[src/rtl/uart_tx_pkg.sv]
// Shared UART definitions: FSM state encodings, frame constants and counter sizing.
// Intended to be reused unchanged by the matching receiver.
package uart_tx_pkg;

    typedef enum logic [1:0] {
        UART_IDLE  = 2'd0,
        UART_START = 2'd1,
        UART_DATA  = 2'd2,
        UART_STOP  = 2'd3
    } uart_state_e;

    localparam int unsigned UART_DATA_BITS  = 8;
    localparam int unsigned UART_FRAME_BITS = 10;

    // Width of a counter spanning 0..clks-1, never narrower than one bit.
    function automatic int unsigned baud_cnt_width(input int unsigned clks);
        return (clks > 1) ? $clog2(clks) : 1;
    endfunction

endpackage

[src/rtl/uart_tx_baud_counter.sv]
// Bit-period timer: counts 0..CLKS_PER_BIT-1 and flags the last cycle of each period.
// A clear restarts the period so every FSM state begins on a fresh bit boundary.
module baud_counter
    import uart_tx_pkg::*;
#(
    parameter int unsigned CLKS_PER_BIT = 217
) (
    input  logic clk,
    input  logic reset,
    input  logic clear,
    output logic tick
);

    localparam int unsigned    CW   = baud_cnt_width(CLKS_PER_BIT);
    localparam logic [CW-1:0]  LAST = CW'(CLKS_PER_BIT - 1);

    logic [CW-1:0] cnt_q;

    always_ff @(posedge clk) begin
        if (reset || clear || (cnt_q == LAST)) begin
            cnt_q <= '0;
        end else begin
            cnt_q <= cnt_q + CW'(1);
        end
    end

    assign tick = (cnt_q == LAST);

endmodule

[src/rtl/uart_tx.sv]
// 8N1 serial transmitter: accepts a byte on load/ready and shifts it out LSB first
// framed by a start and a stop bit; tx and ready come straight from flops.
module uart_tx
    import uart_tx_pkg::*;
#(
    parameter int unsigned CLKS_PER_BIT = 217
) (
    input  logic       clk,
    input  logic       reset,
    input  logic [7:0] in,
    input  logic       load,
    output logic       ready,
    output logic       tx
);

    localparam logic [2:0] LAST_BIT = 3'(UART_DATA_BITS - 1);

    uart_state_e state_q;
    logic [7:0]  shift_q;
    logic [2:0]  bit_idx_q;
    logic        tx_q;
    logic        ready_q;
    logic        tick;
    logic        clear_c;

    // Restart the bit timer on every state entry.
    always_comb begin
        clear_c = 1'b0;
        case (state_q)
            UART_IDLE:  clear_c = load;
            UART_START: clear_c = tick;
            UART_DATA:  clear_c = tick && (bit_idx_q == LAST_BIT);
            UART_STOP:  clear_c = tick;
            default:    clear_c = 1'b1;
        endcase
    end

    baud_counter #(
        .CLKS_PER_BIT(CLKS_PER_BIT)
    ) u_baud (
        .clk  (clk),
        .reset(reset),
        .clear(clear_c),
        .tick (tick)
    );

    always_ff @(posedge clk) begin
        if (reset) begin
            state_q   <= UART_IDLE;
            shift_q   <= '0;
            bit_idx_q <= '0;
            tx_q      <= 1'b1;
            ready_q   <= 1'b1;
        end else begin
            case (state_q)
                UART_IDLE: begin
                    if (load) begin
                        shift_q   <= in;
                        bit_idx_q <= '0;
                        tx_q      <= 1'b0;
                        ready_q   <= 1'b0;
                        state_q   <= UART_START;
                    end
                end
                UART_START: begin
                    if (tick) begin
                        tx_q    <= shift_q[0];
                        state_q <= UART_DATA;
                    end
                end
                UART_DATA: begin
                    if (tick) begin
                        shift_q <= shift_q >> 1;
                        if (bit_idx_q == LAST_BIT) begin
                            tx_q    <= 1'b1;
                            state_q <= UART_STOP;
                        end else begin
                            bit_idx_q <= bit_idx_q + 3'd1;
                            tx_q      <= shift_q[1];
                        end
                    end
                end
                UART_STOP: begin
                    if (tick) begin
                        ready_q <= 1'b1;
                        state_q <= UART_IDLE;
                    end
                end
                default: begin
                    tx_q    <= 1'b1;
                    ready_q <= 1'b1;
                    state_q <= UART_IDLE;
                end
            endcase
        end
    end

    assign tx    = tx_q;
    assign ready = ready_q;

endmodule
[config.mk]
export PLATFORM = sky130hd
export DESIGN_NAME = uart_tx
export DESIGN_NICKNAME = d
export VERILOG_FILES = /design/src/rtl/uart_tx_pkg.sv /design/src/rtl/uart_tx_baud_counter.sv /design/src/rtl/uart_tx.sv
export SDC_FILE = /design/constraint.sdc
export NUM_CORES = 1
export LEC_CHECK = 0
export ABC_AREA = 1
export CORE_MARGIN = 2
export CORE_UTILIZATION = 42
export DETAILED_ROUTE_END_ITERATION = 6
export MAX_ROUTING_LAYER = met4
export PLACE_DENSITY = 0.65
export RECOVER_POWER = 100
export SLEW_MARGIN = 25
export SYNTH_ARGS = -nofsm -noshare
export SYNTH_HDL_FRONTEND = slang
export SYNTH_SLANG_ARGS = --single-unit
[constraint.sdc]
create_clock -name clk -period 1.3 [get_ports clk]
set_input_delay 0.39 -clock clk [delete_from_list [all_inputs] [get_ports clk]]
set_output_delay 0.39 -clock clk [all_outputs]
set_load 0.03 [all_outputs]
-- After elaboration in Yosys (flattened, before gate mapping)
Index checks and enable logic that the tools add are counted.
- bits in registers: 23
- $add $sub $neg: 2
- equality and inequality tests: 11
- multiplexer cells: 21
- reduce and logical (&&, ||, !) cells: 13
- operators by type and width (kind ; count):
    8-bit 2-to-1 mux ; 2
    8-bit one-hot mux with 2 select lines ; 1
    2-bit != test (second input constant) ; 6
    2-bit 2-to-1 mux ; 5
    3-bit 2-to-1 mux ; 3
    8-bit by 1-bit adder with 8-bit output (second input constant) ; 1
    8-bit equality test (second input constant) ; 1
    2-bit one-hot mux with 4 select lines ; 1
    4-bit AND reduction ; 2
    1-bit one-hot mux with 3 select lines ; 2
    3-bit one-hot mux with 2 select lines ; 1
    3-bit AND reduction ; 2
    1-bit 2-to-1 mux ; 5
    5-bit AND reduction ; 1
    2-bit equality test (second input constant) ; 2
    2-bit nonzero test ; 2
    3-bit by 1-bit adder with 3-bit output (second input constant) ; 1
    3-bit equality test (second input constant) ; 1
    3-bit nonzero test ; 1
    2-bit by 1-bit equality test with 1-bit output (second input constant) ; 1
    2-bit zero test ; 1
    1-bit logical OR ; 2
    1-bit one-hot mux with 2 select lines ; 1
    2-bit OR reduction ; 1
    1-bit logical AND ; 1

-- Longest topological paths before layout
- word-level depth: 5
- depth in mapped cells: 11
- depth with buffers taken out: 11

-- Hierarchy
Synthesis repeated with hierarchy kept, for this count alone.
- cells, all modules: 198
- area, all modules: 1340.0 um^2
- by module, submodules not included (module ; times used ; cells each ; area each (um^2) ; sequential area each (um^2)):
    uart_tx ; 1 ; 140 ; 913.4 ; 300.3
    baud_counter ; 1 ; 58 ; 426.7 ; 160.2

-- Least setup slack after synthesis
No wires, ideal clock.
- path kind: reg2reg
- from: register state_q[0]
- to: register shift_q[0]
- setup time: 113 ps
- arrival time: 1320 ps
- data required time: 1187 ps
- setup slack: -133 ps
- cell stages (with the launch flop): 8
- buffers on the path: 1
- period minus slack after synthesis: 1433 ps
- cells stage by stage: dfxtp_1 inv_1 ha_1 buf_6 o21ai_2 nand3_1 nand2_1 nor2_1
- longest elaborated chain between the ends: 3
- elaborated cells on any way between the ends: 7
- those cells by class: eq/ne (3); mux (1); reduce/logical (3)
- RTL lines (item ; line ; text):
    start, declared ; uart_tx.sv:18 ; uart_state_e state_q;
    start signal, assigned ; uart_tx.sv:49 ; state_q <= UART_IDLE;
    start signal, assigned ; uart_tx.sv:62 ; state_q <= UART_START;
    start signal, assigned ; uart_tx.sv:68 ; state_q <= UART_DATA;
    2-bit equality test / 2-bit zero test (equally long branches) ; uart_tx.sv:55 ; case (state_q)
    2-bit != test (no line) / 2-bit nonzero test (equally long branches) ; -- ;
    3-bit AND reduction (no line) ; -- ;
    end signal, assigned ; uart_tx.sv:58 ; shift_q <= in;
    end signal, assigned ; uart_tx.sv:73 ; shift_q <= shift_q >> 1;
    end, declared ; uart_tx.sv:19 ; logic [7:0] shift_q;
Several ways; a longest one is shown, not always the timed one.
A chain may end at the register's enable or synchronous reset.

-- Final worst setup path
- from: register u_baud.cnt_q[0]
- to: register shift_q[4]
- longest elaborated chain between the ends: 3
- RTL lines (item ; line ; text):
    start, declared ; uart_tx_baud_counter.sv:17 ; logic [CW-1:0] cnt_q;
    start signal, assigned ; uart_tx_baud_counter.sv:23 ; cnt_q <= cnt_q + CW'(1);
    8-bit equality test ; uart_tx_baud_counter.sv:27 ; assign tick = (cnt_q == LAST);
    2-bit != test (no line) ; -- ;
    3-bit AND reduction (no line) ; -- ;
No other way between the ends.

==> summary.txt <==
Status
  • Status: finished with violations
  • Failing checks: design-rule violations, negative setup slack

STA
  • Max Slew Vio Count: 0
  • Max Clk Rate: approximately 740 MHz
  • Slew Limit Headroom: 83.72%
  • Slew @ Worst Pin: 0.2432 ns
  • Final TNS setup: -0.3146 ns
  • Fin. Hold Viols: 0
  • Final WS setup: -0.04946 ns
  • Worst Skew: 0.01503 ns
  • RSZ-0062 raised after global routing: true
  • Min Clock Period, post-route: between 1 and 1.5 ns
  • Setup violators final: 13
  • Final period util: 103.8%

Final layout
  • P&R area growth vs syn: 32.05%
  • Util after Layout: between 50 and 60%
  • Filler cell count: between 200 and 300
  • Multi-input gate area: 817.0 um^2
  • # nets final: approximately 220
  • Sequential Area: ~470 um^2
  • Non-filler instance count after layout: around 230
  • Fraction of layout cells with a size suffix above 1: around 31%
  • Antenna diode count: 0

Worst setup path
  • FF-to-FF Start: u_baud.cnt_q[0]$_SDFF_PP0_
  • WS Path Type: reg -> reg
  • R2R Path End: shift_q[4]$_SDFFE_PP0P_
  • Setup crit start kind: register
  • Max Fanout on Critical Path: 8
  • CP Capture Type: register
  • Worst EP arrival: 1.60 ns
  • R2r setup slk: -0.05 ns
  • Required time of the critical path: roughly 1.6 ns
  • Cell depth of the worst flop-to-flop path: 10

Yosys
  • Syn_area_per_cell: 7.597 um^2
  • Most common cell in the synthesized netlist: nor2_1
  • Post-synth EDFFs: 0
  • Post-synth cell types: 26
  • Syn_nets: 186
  • Synth top area share: between 30% and 40%
  • Register area share after synthesis: 36.29%
  • Post-synth ARST share: 0%
  • YS warnings: 0
  • Mapped Cells: approximately 170
  • Synthesis-stage register bit count: 23
  • Mapped Area: 1269 um^2
  • Synth area leaders: dfxtp_1 (36%), nor2_1 (9.8%), nand2_1 (8.3%), ha_1 (7.9%), nand3_1 (7.1%)
  • Post-synth top cells: nor2_1 (33), nand2_1 (28), dfxtp_1 (23), nand3_1 (18), inv_1 (16)
  • Main synth FF type: dfxtp_1
  • Dominant cell type by area after synthesis: dfxtp_1

Clocking
  • CTS Root Cell: clkbuf_4
  • Clock buffer depth: 2
  • TritonCTS Sinks: 23
  • Reg clk slew, reported paths: about 0.14 ns
  • Hold_buf cts: 0
  • Clk Latency, worst-skew pair: 0.32 ns
  • H-Tree Depth: 1
  • CTS tree: built
  • Cts bufs inserted: 3

GRT
  • Number of global-route vias before repair: roughly 1.2k
  • Busiest layer in global routing: met2
  • Initial antenna violation count: 0
  • GR Util met3: between 1.5 and 2%
  • Met2 Use GR: approximately 32%
  • First-pass GRT wire length: 4.761 mm
  • Met1 usage: between 20% and 30%
  • Total grt overflow: 0
  • GRT Total Usage: between 10% and 20%
  • Largest net degree at the start of global routing: 14

Hold path
  • Worst hold path startpoint: tx$_SDFFE_PP1P_
  • Hold Path Sink: tx$_SDFFE_PP1P_
  • Hold WC Path Type: reg -> reg
  • WHS Path Cells: 2

Floorplan
  • Die X: about 59 um
  • Num rows: 19
  • Core ar.: between 2000 and 3000 um^2
  • Num ports: 13
  • Initial Utilization: roughly 45%
  • Die ar.: between 3000 and 4000 um^2
  • Die height: just under 60 um

Power and ir drop
  • Internal: around 1.7 mW
  • Reported net switching power: ~1.2 mW
  • Switching share of power: roughly 41%
  • Clock power frac: approximately 12%
  • Leak: 0.7560 nW
  • VDD IR max: between 0.0007 and 0.0008 V
  • Seq pwr share: 33.4%
  • Combinational power share: between 50% and 60%
  • Total power draw: 2.946 mW
  • Power per Cell Area: 1759 nW/um^2

Drt
  • DRC Markers: 1
  • Final ANT Viol Nets: 0
  • WL/cell: about 11 um
  • Vias/cell: 4.969
  • Vias: approximately 1.1k
  • Final WL: 2.582 mm
  • Initial DRC Count: 15
  • First-pass DRT Iterations: 7

Placed design
  • DP Cell Count: ~220
  • Final GP Congestion: approximately 0.79
  • Dpl hpwl: around 2 mm
  • Pre-CTS setup slack: -0.3005 ns
  • Port Buffers: 12

Flow run
  • Max-Cap Viols: 0
==> power groups by stage <==
stage	registers (mW)	logic [mW]	clock network [mW]
2_1_floorplan	1.02	1.03	0
3_3_place_gp	0.974	1.51	0
3_5_place_dp	0.981	1.54	0
4_1_cts	0.984	1.60	0.356
5_1_grt	1.00	1.83	0.384
6_report	0.983	1.62	0.339
==> worst max-delay path, stage by stage (launching register included) <==
cell and delay, ns:
dfxtp_2 0.35, inv_2 0.06, ha_4 0.14, nand2_4 0.05, nor2_4 0.13, nand2_4 0.10
nand2_4 0.09, nand2_4 0.07, nor2_8 0.14, nor2_1 0.06, nor2_1 0.09
==> cells by family after synthesis <==
kind of cell	after synthesis	share of synthesized area (%)
mux	6	4.734
fa+ha+maj	8	7.890
flops	23	36.29
xor+xnor	4	2.761
buf+inv	20	6.607
compound gates	10	5.129
simple gates	96	36.59
==> worst max-delay path by stage <==
stage / start / endpoint / slack, ns / cells past startpoint
finish: u_baud.cnt_q[0]$_SDFF_PP0_ / shift_q[4]$_SDFFE_PP0P_ / -0.05 / 10
global placement: load / shift_q[5]$_SDFFE_PP0P_ / -0.25 / 8
CTS: u_baud.cnt_q[0]$_SDFF_PP0_ / shift_q[5]$_SDFFE_PP0P_ / -0.05 / 10
floorplan: state_q[0]$_SDFFE_PP0P_ / shift_q[0]$_SDFFE_PP0P_ / -0.02 / 8
detailed placement: load / state_q[0]$_SDFFE_PP0P_ / -0.30 / 9
global route: u_baud.cnt_q[0]$_SDFF_PP0_ / shift_q[6]$_SDFFE_PP0P_ / -0.18 / 10
==> cells in the final DEF (no fill, tap or decap), types with 5 or more instances in the layout <==
cell              n
nand2_1          26
inv_1            11
clkdlybuf4s50_1  10
nor2_2            7
nand4_1           5
buf_4            18
nand3_1          18
nor2_1           26
inv_2             6
mux2i_1           6
dfxtp_1          19
==> final cells by class <==
class                   instances  share of cell area [%]
multi-input cells             124                   48.77
flip-flops and latches         23                   27.93
repair buffers                 30                   15.53
inverters                      17                   3.809
well taps                      31                   2.315
clock buffers                   3                   1.344
clock inverters                 1                  0.2987
==> state kept, by name, summed over array words and instances, names as in the netlist <==
| signal | cells |
|---|---|
| u_baud.cnt_q | 8 |
| bit_idx_q | 3 |
| state_q | 2 |
| tx | 1 |
| shift_q | 8 |
| ready | 1 |
==> through the flow <==
stage | area, um^2 | hold WS, ns
floorplan | 1304 | 0.4297
global placement | 1578 | 0.4420
detailed placement | 1578 | 0.4458
CTS | 1640 | 0.4773
global route | 1675 | 0.4924
finish | 1675 | 0.4633
==> repair_timing <==
item	in CTS	in global routing
endpoints found under the setup margin	18	22
buffers inserted	0	1
pin swaps	14	5
cloned	0	0
resized for setup	17	10
==> per-layer routing <==
layer | routed length (um) | vias up
met2 | 1294 | 9
met4 | 18 | 0
met1 | 1220 | 532
met5 | 0 | -
li1 | - | 595
met3 | 50 | 2
Power figures use the tool's default switching activity.
